`src/rtl/fetch_unit.sv`:
```
// fetch_unit: fetch stage and IF/ID pipeline register.
// It holds the PC and drives the instruction-memory address from it. It
// assembles one-word and two-word instructions into IF/ID. A two-word
// instruction is an opcode word with bit 15 set, followed by a 16-bit
// immediate word.
//
// Ports:
//   clk, rst_n      clock and asynchronous active-low reset
//   pc_write        PC may advance this cycle
//   stall_fetch     hold PC, FSM and IF/ID
//   flush_fetch     taken branch: redirect to branch_target and insert a bubble
//   branch_target   redirect address, used only while flush_fetch=1
//   imem_addr       instruction-memory address (equals pc)
//   imem_data       word at imem_addr, valid in the same cycle
//   if_id_*         registered IF/ID contents, plus the rdst/rsrc field slices
//
// state     | meaning
// ----------+--------------------------------------------------------------
// FETCH_OP  | imem_data is an opcode word
// FETCH_IMM | imem_data is the immediate for the opcode held in pending_*
module fetch_unit #(
  parameter int unsigned PC_WIDTH = 32,
  parameter int unsigned INSTR_WIDTH = 16,
  parameter logic [PC_WIDTH-1:0] RESET_VECTOR = '0
) (
  input  logic                   clk,
  input  logic                   rst_n,
  input  logic                   pc_write,
  input  logic                   stall_fetch,
  input  logic                   flush_fetch,
  input  logic [PC_WIDTH-1:0]    branch_target,
  output logic [PC_WIDTH-1:0]    imem_addr,
  input  logic [INSTR_WIDTH-1:0] imem_data,
  output logic [INSTR_WIDTH-1:0] if_id_instr,
  output logic [INSTR_WIDTH-1:0] if_id_imm,
  output logic [PC_WIDTH-1:0]    if_id_pc,
  output logic                   if_id_valid,
  output logic [2:0]             if_id_rdst,
  output logic [2:0]             if_id_rsrc
);

  typedef enum logic {FETCH_OP, FETCH_IMM} state_t;

  state_t                 state;
  logic [PC_WIDTH-1:0]    pc;
  logic [INSTR_WIDTH-1:0] pending_instr;
  logic [PC_WIDTH-1:0]    pending_pc;

  assign imem_addr  = pc;
  assign if_id_rdst = if_id_instr[10:8];
  assign if_id_rsrc = if_id_instr[7:5];

  always_ff @(posedge clk or negedge rst_n) begin
    if (!rst_n) begin
      pc            <= RESET_VECTOR;
      state         <= FETCH_OP;
      pending_instr <= '0;
      pending_pc    <= '0;
      if_id_instr   <= '0;
      if_id_imm     <= '0;
      if_id_pc      <= '0;
      if_id_valid   <= 1'b0;
    end else if (flush_fetch) begin
      // Redirect and kill any half-fetched two-word instruction.
      // if_id_pc is left alone on purpose: a bubble keeps the last PC.
      pc            <= branch_target;
      state         <= FETCH_OP;
      pending_instr <= '0;
      pending_pc    <= '0;
      if_id_instr   <= '0;
      if_id_imm     <= '0;
      if_id_valid   <= 1'b0;
    end else if (!stall_fetch) begin
      // Without pc_write the FSM still advances, so the same word is re-read.
      if (pc_write) pc <= pc + PC_WIDTH'(1);
      case (state)
        FETCH_OP: begin
          if (imem_data[INSTR_WIDTH-1]) begin
            pending_instr <= imem_data;
            pending_pc    <= pc;
            if_id_instr   <= '0;
            if_id_imm     <= '0;
            if_id_valid   <= 1'b0;
            state         <= FETCH_IMM;
          end else begin
            if_id_instr <= imem_data;
            if_id_imm   <= '0;
            if_id_pc    <= pc;
            if_id_valid <= 1'b1;
          end
        end
        FETCH_IMM: begin
          if_id_instr <= pending_instr;
          if_id_imm   <= imem_data;
          if_id_pc    <= pending_pc;
          if_id_valid <= 1'b1;
          state       <= FETCH_OP;
        end
        default: state <= FETCH_OP;
      endcase
    end
  end

endmodule

```
`config.mk`:
```
export PLATFORM = sky130hd
export DESIGN_NAME = fetch_unit
export DESIGN_NICKNAME = d
export VERILOG_FILES = /design/src/rtl/fetch_unit.sv
export SDC_FILE = /design/constraint.sdc
export NUM_CORES = 1
export LEC_CHECK = 0
export ABC_AREA = 1
export CAP_MARGIN = 30
export CORE_UTILIZATION = 50
export CTS_CLUSTER_DIAMETER = 100
export DETAILED_ROUTE_END_ITERATION = 7
export GPL_ROUTABILITY_DRIVEN = 0
export PLACE_DENSITY = 0.79
export SYNTH_ARGS = -nofsm -noshare
export SYNTH_HDL_FRONTEND = slang
export SYNTH_SLANG_ARGS = --single-unit
```
`constraint.sdc`:
```
create_clock -name clk -period 1.73 [get_ports clk]
set_input_delay 0.2595 -clock clk [delete_from_list [all_inputs] [get_ports clk]]
set_output_delay 0.2595 -clock clk [all_outputs]
set_load 0.01 [all_outputs]
```
==> After elaboration in Yosys (flattened, before gate mapping) <==
Cells that the tools add are included.
Widths: inputs -> output; s select.
{ "op_classes": {"n_addsub": 1, "reduce_logical": 5, "eq_ne": 3, "n_mux": 28, "n_bitwise": 3} }
{ "ops": {"columns": ["cell", "n"], "rows": [
  ["$mux 32", 8],
  ["$mux 16", 8],
  ["$pmux 16 s2", 2],
  ["$pmux 32 s2", 1],
  ["$add 32x1->32 const B", 1],
  ["$mux 15", 1],
  ["$mux 1", 6],
  ["$reduce_and 3->1", 2],
  ["$ne 2x2->1 const B", 2],
  ["$pmux 1 s2", 2],
  ["$reduce_bool 2->1", 2],
  ["$not 1->1", 3],
  ["$ne 2x1->1 const B", 1],
  ["$reduce_and 2->1", 1]
]} }
{ "totals": {"output_inout_bits": 103, "regBits": 146, "inputBits": 53, "elab_cells": 48} }

==> Longest topological paths before layout <==
Gate-level depths: netlist of the first run.
{ "logic_depth": {"word_depth": 4, "depth_mapped": 10, "depth_no_buf": 10} }

==> Worst setup path after synthesis of the first run <==
OpenSTA, ideal clock, no wires.
{ "synth_timing": {"path_type": "register to register", "start": "reg pc[0] (netlist: imem_addr[0])", "end": "reg pc[12] (netlist: imem_addr[12])", "required_time_ps": 1617, "path_slack_ps": 216, "setup_ps": 113, "arrival_time_ps": 1401, "stages_incl_launch_ff": 11, "path_cell_list": "dfrtp_1 ha_1 nand2_2 nor2_8 nand2_2 nor2_4 nand2_1 o21ai_1 nand2_1 nand2_1 inv_1"} }
{ "synth_via": {"elab_chain_len": 4} }
{ "synth_lines": {"columns": ["element", "line_no", "rtl"], "rows": [
  ["from (decl)", "45", "logic [PC_WIDTH-1:0] pc;"],
  ["from (signal assigned)", "66", "pc <= branch_target;"],
  ["from (signal assigned)", "75", "if (pc_write) pc <= pc + PC_WIDTH'(1);"],
  ["$add 32x1->32", "75", null],
  ["$mux 32", "75", null],
  ["$mux 32", "73", "end else if (!stall_fetch) begin"],
  ["$mux 32", "63", "end else if (flush_fetch) begin"]
]} }
Every way passes these cells. The select of a mux whose other input is x is not followed.
A chain may end at the register's enable or synchronous reset.

==> Worst setup path in the final report of the first run <==
{ "layout_timing": {"start": "reg pc[26] (netlist: imem_addr[26])", "end": "out imem_addr[26]"} }
{ "layout_rtl": {"columns": ["element", "line_no", "rtl"], "rows": [
  ["to (decl)", "32", "output logic [PC_WIDTH-1:0] imem_addr,"]
]} }
No word-level cell between the ends.

==> results of run 1 <==
[through the flow]
step | power (mW) | cell area (um^2) | util (%) | setup TNS [ps]
2_1_floorplan | 5.32 | 7300 | - | 0
3_3_place_gp | 6.53 | 9150 | 65.2 | 0
3_5_place_dp | 6.57 | 9150 | 65.2 | -223
4_1_cts | 10.1 | 9740 | 69.4 | 0
5_1_grt | 10.5 | 9780 | 69.7 | -3.36
6_report | 10.1 | 9780 | 69.7 | 0
[what timing repair did]
item / 4_1_cts / 5_1_grt
buffers inserted: 0 / 4
gates cloned: 0 / 0
hold buffers: 1 / 0
endpoints found under the setup margin: 24 / 8
resized for setup: 24 / 5
endpoints found under the hold margin: 46 / 0
[cell families after synthesis]
| family | after synthesis | synth area share (%) |
|---|---|---|
| AND/OR/NAND/NOR | 478 | 27.6 |
| buffers and inverters | 153 | 9.32 |
| flip-flops | 146 | 50.0 |
| AO/OA/AOI/OAI | 142 | 11.3 |
| multiplexers | 12 | 1.65 |
| adder cells (fa/ha/maj) | 1 | 0.171 |
[layout make-up]
cell class                 instances  area (um^2)  share of cell area, %
sequential                       146         3680                   37.7
timing repair buffer             191         1950                   19.9
multi-input combinational        633         2980                   30.4
clock buffer                      26          509                   5.21
inverter                         102          388                   3.97
clock inverter                     5         50.0                  0.512
tap                              180          225                   2.30
[flip-flops by register name, summed over array words and instances, names as in the netlist]
| register | cells |
|---|---|
| imem_addr | 32 |
| pending_pc | 32 |
| if_id_imm | 16 |
| if_id_valid | 1 |
| if_id_pc | 32 |
| if_id_instr | 16 |
| pending_instr | 16 |
| state | 1 |
[placed cells by master, fill, tap and decap left out]
cell type and instances:
clkbuf_16 17, o21ai_4 1, dlygate4sd3_1 1, nor3_1 1, inv_2 4, a211oi_1 2
nand2_2 8, nand2_1 269, clkdlybuf4s50_1 149, a21oi_1 16, inv_4 2, mux2i_1 12
clkbuf_8 5, nor2_4 7, buf_4 25, o21ai_0 46, buf_12 10, inv_1 96
nor2_2 4, clkbuf_1 4, o211ai_1 8, dfrtp_1 121, dlygate4sd2_1 4, dlymetal6s2s_1 1
nand3b_1 2, bufinv_16 1, nor2_8 1, a31oi_1 34, clkinv_2 4, nand2_4 3
nor2_1 114, o22ai_1 33, o21ai_1 2, ha_1 1, and2_1 1, nand3_1 68
buf_6 1, dfrtp_2 25
[power by group through the flow]
stage / registers [mW] / clock network (mW) / logic, mW
after floorplan: 4.32 / 0 / 0.997
after global placement: 4.26 / 0 / 2.27
after detailed placement: 4.27 / 0 / 2.30
after CTS: 4.23 / 3.54 / 2.32
after global routing: 4.28 / 3.68 / 2.57
final: 4.23 / 3.50 / 2.34
[how the worst min path moves through the flow]
stage | endpoint | slack (ps) | cells past startpoint
2_1_floorplan | if_id_imm[0] | -40 | 0
3_3_place_gp | pending_instr[3] | 240 | 1
3_5_place_dp | pending_instr[3] | 240 | 1
4_1_cts | pending_instr[3] | 370 | 2
5_1_grt | pending_instr[3] | 400 | 2
6_report | pending_instr[3] | 360 | 2
[routing by layer]
layer | part of all wire (%) | vias up | track usage (%)
li1 | - | 3320 | -
met1 | 44 | 3226 | 38.9
met2 | 46 | 303 | 44.0
met3 | 7.8 | 38 | 4.74
met4 | 2.3 | 0 | 11.2
met5 | 0 | - | 0
==> metrics.yaml, run 1 <==
status: "finished clean"
rows: 43
clkPwrFrac_pct: 34.8
yosysMostFrequentCell: "nand2_1"
cp_data_arrival_time_ps: 1450
p_sw_share_pct: 29.3
slew_headroom_pct: 54.1
viasPerCell: 5.37
routed_wl_mm: 20.1
cts.clk_slew.worst_paths_ps: 60
period_needed_ps: 1710
cp-startpoint: "imem_addr[26]"
p_sw_mw: 2.95
r2r_slack_ps: 140
worstMarginPinSlew_ps: 687
die_w_um: 123
io_buffers: 155
pwr_density_cell_nw_per_um2: 1030
hold_slack_ps: 357
ys.warnings.count: 0
place.detailed.hpwl_mm: 13.8
p_seq_share_pct: 42.0
grt_pass1_vias: 6357
syn_inst: 932
critPathCaptureType: "primary output"
critPathKind: "reg -> out"
cp_max_fo: 7
syn_to_final_growth_pct: 33.9
dr.first_iter.drc_count: 653
cpMaxStageDelayCell: "clkdlybuf4s50_1"
fin_skew_ps: 5.37
fin_nets: 1145
synth_edf_count: 0
gr-total-overflow: 0
post_drt_wl_per_cell_um: 15.7
drive_above_1_share_pct: 10.7
pwr-share-comb_pct: 23.2
crit_cells: 1
vias: 6887
synth.top_cell.area_share_pct: 50.0
drv_slew: 0
cts_buffers: 17
syn_nets: 986
p_leak_nw: 4.50
dp_cells: 1247
hold_violations: 0
dieArea_um2: 15100
cts_root_buf: "clkbuf_16"
finalWorstSetupSlack_ps: 20.5
hp-class: "in -> async"
ys_top_cells_by_area: "dfrtp_1 (50%), nand2_1 (14%), nor2_1 (5.9%), inv_1 (4.9%), nand3_1 (4.7%)"
cts_tree: "yes"
synth_common_cells: "nand2_1 (269), dfrtp_1 (146), nor2_1 (114)"
clock_path_buffers: 2
setup_viol: 0
ir_drop_mv: 0.689
post-route-period-util_pct: 98.8
max_freq_mhz: 585
pre_cts_ws_ps: -36.8
initial_core_util_pct: 52.0
start_kind: "register"
worst-r2r-cell-count: 5
fin_cells: 1283
rr_startpoint: "state"
antenna_found_initial: 0
n_antenna_cell: 0
synthesis.area_um2: 7300
grt_pass1_wl_mm: 32.2
synth_cell_types: 30
fillers: 1123
io-pin-count: 156
ant_nets: 0
cts.sinks: 146
critPathRequiredTime_ps: 1470
dieHeight_um: 123
synth_flop_cell: "dfrtp_1"
worstSetupEndpoint: "imem_addr[26]"
drv_cap: 0
path_delay_family: "buffers and inverters"
path_buf_inv: 1
synth-async-reset-ratio_pct: 100
crit_path_cell_trace: "clkdlybuf4s50_1"
cpPeakStageDelay_ps: 570
avgSynthCellArea_um2: 7.83
drcViolationCount: 0
worstSkewPairLatency_ps: 430
drt-pass1-iter-count: 6
yosysTopAreaCell: "dfrtp_1"
seq_area_frac_synth_pct: 50.0
grtUsageTotal_pct: 28.1
grt_max_degree: 57
htree_levels: 4
rr_endpoint: "pending_pc[27]"
ys_seq_elements: 146
p_int_mw: 7.12
core-area_um2: 14000
No activity file was read; power rests on OpenSTA's default activity.
==> run 2, diff against run 1 <==
--- a/config.mk
+++ b/config.mk
@@ -7,10 +7,12 @@
 export LEC_CHECK = 0
 export ABC_AREA = 1
 export CAP_MARGIN = 30
+export CORE_MARGIN = 5
 export CORE_UTILIZATION = 50
 export CTS_CLUSTER_DIAMETER = 100
 export DETAILED_ROUTE_END_ITERATION = 7
 export GPL_ROUTABILITY_DRIVEN = 0
+export MAX_ROUTING_LAYER = met4
 export PLACE_DENSITY = 0.79
 export SYNTH_ARGS = -nofsm -noshare
 export SYNTH_HDL_FRONTEND = slang
==> metrics.yaml, run 2 (same netlist as run 1, synthesis figures left out) <==
start_kind: "register"
cts_tree: "yes"
hp-class: "in -> async"
wl_met1_mm: 9.00  # +1.4%
drv_cap: 0  # unchanged
fin_util_pct: 68.8  # -0.84 points
pre_cts_ws_ps: -50.0  # -13.2 ps
worstSkewPairLatency_ps: 430  # about the same
crit_path_cell_trace: "clkdlybuf4s50_1"
ant_nets: 0  # unchanged
core-area_um2: 14400  # +2.7%
syn_to_final_growth_pct: 35.9
post-route-period-util_pct: 99.3  # +0.45 points
rsz0062_at_grt: "yes"
path_buf_inv: 1  # unchanged
p_leak_nw: 4.60  # +2.1%
fillers: 1133  # +0.89%
fin_nets: 1152  # +0.61%
placed_area_um2: 9150  # unchanged
max_freq_mhz: 582  # -0.45%
io-pin-count: 156  # unchanged
setup_viol: 0  # unchanged
rr_startpoint: "imem_addr[0]"
clock_path_buffers: 2  # unchanged
die_w_um: 131  # +6.5%
drive_above_1_share_pct: 11.8  # +1.1 points
grt_pass1_vias: 6818  # +7.3%
ir_drop_mv: 0.707  # +2.6%
p_seq_share_pct: 40.7  # -1.3 points
pwr-share-comb_pct: 23.0  # -0.2 points
finalWorstSetupSlack_ps: 12.7  # -7.75 ps
critPathCaptureType: "primary output"
cp_max_fo: 7  # unchanged
initial_core_util_pct: 50.6  # -1.4 points
period_needed_ps: 1720  # +7.75 ps
layout_commonest_cell: "nand2_1"
clkPwrFrac_pct: 36.3  # +1.5 points
cts.sinks: 146  # unchanged
cts.clk_slew.worst_paths_ps: 60  # about the same
post_drt_wl_per_cell_um: 16.3  # +4.0%
gr-total-overflow: 0  # unchanged
drv_slew: 0  # unchanged
path_delay_family: "buffers and inverters"
layout_common_cells: "nand2_1 (269), clkdlybuf4s50_1 (148), dfrtp_1 (121)"
io_buffers: 155  # unchanged
p_sw_share_pct: 29.2  # -0.10 points
hold_violations: 0  # unchanged
status: "finished clean"
fin_skew_ps: 7.32  # +1.95 ps
place.detailed.hpwl_mm: 14.5  # +5.6%
critPathRequiredTime_ps: 1470  # about the same
dieArea_um2: 17100  # +13%
rr_endpoint: "imem_addr[18]"
critPathKind: "reg -> out"
cpMaxStageDelayCell: "clkdlybuf4s50_1"
drcViolationCount: 0  # unchanged
dr_wl_met3_mm: 1.79  # +14%
pwr_density_cell_nw_per_um2: 1050  # +2.1%
cp_data_arrival_time_ps: 1460  # about the same
dieHeight_um: 131  # +6.5%
hold_slack_ps: 303  # -53.6 ps
grtUsageTotal_pct: 26.0  # -2.1 points
routed_wl_mm: 21.1  # +4.9%
cts_root_buf: "clkbuf_16"
viasPerCell: 5.36  # -0.21%
cpPeakStageDelay_ps: 590  # +20 ps
vias: 6937  # +0.73%
design_area_um2: 9930  # +1.5%
antenna_found_initial: 0  # unchanged
worstMarginPinSlew_ps: 753  # +65.6 ps
dr.first_iter.drc_count: 787  # +21%
grt_pass1_wl_mm: 34.0  # +5.6%
p_int_mw: 7.39  # +3.7%
r2r_slack_ps: 110  # -30 ps
drt-pass1-iter-count: 6  # unchanged
top_layer_used: "met4"
cts_buffers: 17  # unchanged
htree_levels: 4  # unchanged
slew_headroom_pct: 49.8  # -4.4 points
n_antenna_cell: 0  # unchanged
grt_max_degree: 65  # +14%
rows: 44  # +2.3%
worst-r2r-cell-count: 9  # +4
route.met2.wl_mm: 9.72  # +5.4%
p_sw_mw: 3.04  # +3.2%
[run 2: changes by cell type in the layout (fill, tap and decap cells not counted), sizes merged]
cell | before | now
buf | 36 | 43
clkinv | 4 | 3
clkdlybuf4s50 | 149 | 148
dlymetal6s2s | 1 | 5
clkbuf | 26 | 24
bufinv | 1 | 2
dlygate4sd2 | 4 | 1
clkinvlp | 0 | 3
[run 2: worst max path at each step]
stage	startpoint	endpoint	slack, ps	cells past startpoint
2_1_floorplan	imem_addr[0]	imem_addr[12]	220	10
6_report	imem_addr[25]	imem_addr[25]	10	1
3_5_place_dp	flush_fetch	if_id_imm[14]	-50	5
5_1_grt	imem_addr[1]	imem_addr[29]	-30	10
3_3_place_gp	flush_fetch	if_id_imm[12]	20	5
4_1_cts	imem_addr[0]	imem_addr[0]	1	2
[run 2: per-layer routing]
| metal | global-route usage, % | vias to the layer above |
|---|---|---|
| li1 | - | 3329 |
| met1 | 34.7 | 3217 |
| met2 | 39.4 | 334 |
| met3 | 4.35 | 57 |
| met4 | 11.2 | 0 |
| met5 | - | - |
[run 2: power by group through the flow]
stage / sequential (mW) / clock (mW) / combinational [mW]
final: 4.24 / 3.79 / 2.40
after global routing: 4.29 / 3.99 / 2.64
after CTS: 4.23 / 3.79 / 2.36
after detailed placement: 4.28 / 0 / 2.31
after global placement: 4.26 / 0 / 2.27
after floorplan: 4.32 / 0 / 0.997
[run 2: stage by stage]
step                power [mW]  cells  setup TNS [ps]
CTS                       10.4   1288               0
detailed placement        6.59   1252            -508
global route              10.9   1295           -62.4
finish                    10.4   1295               0
floorplan                 5.32    932               0
global placement          6.53   1252               0
[run 2: area by class of cell]
| class | instances | area [um^2] | area share [%] |
|---|---|---|---|
| repair buffers | 198 | 2010 | 20.2 |
| inverters | 102 | 388 | 3.91 |
| well taps | 184 | 230 | 2.32 |
| multi-input cells | 633 | 3000 | 30.2 |
| clock inverters | 8 | 97.6 | 0.983 |
| flip-flops and latches | 146 | 3680 | 37.1 |
| clock buffers | 24 | 522 | 5.26 |
[run 2: repair_timing]
action,in CTS,in global routing
endpoints found under the setup margin,23,20
hold buffers,1,0
hold endpoints to repair,33,0
buffers inserted,3,7
pin swaps,0,6
gates resized for setup,20,17
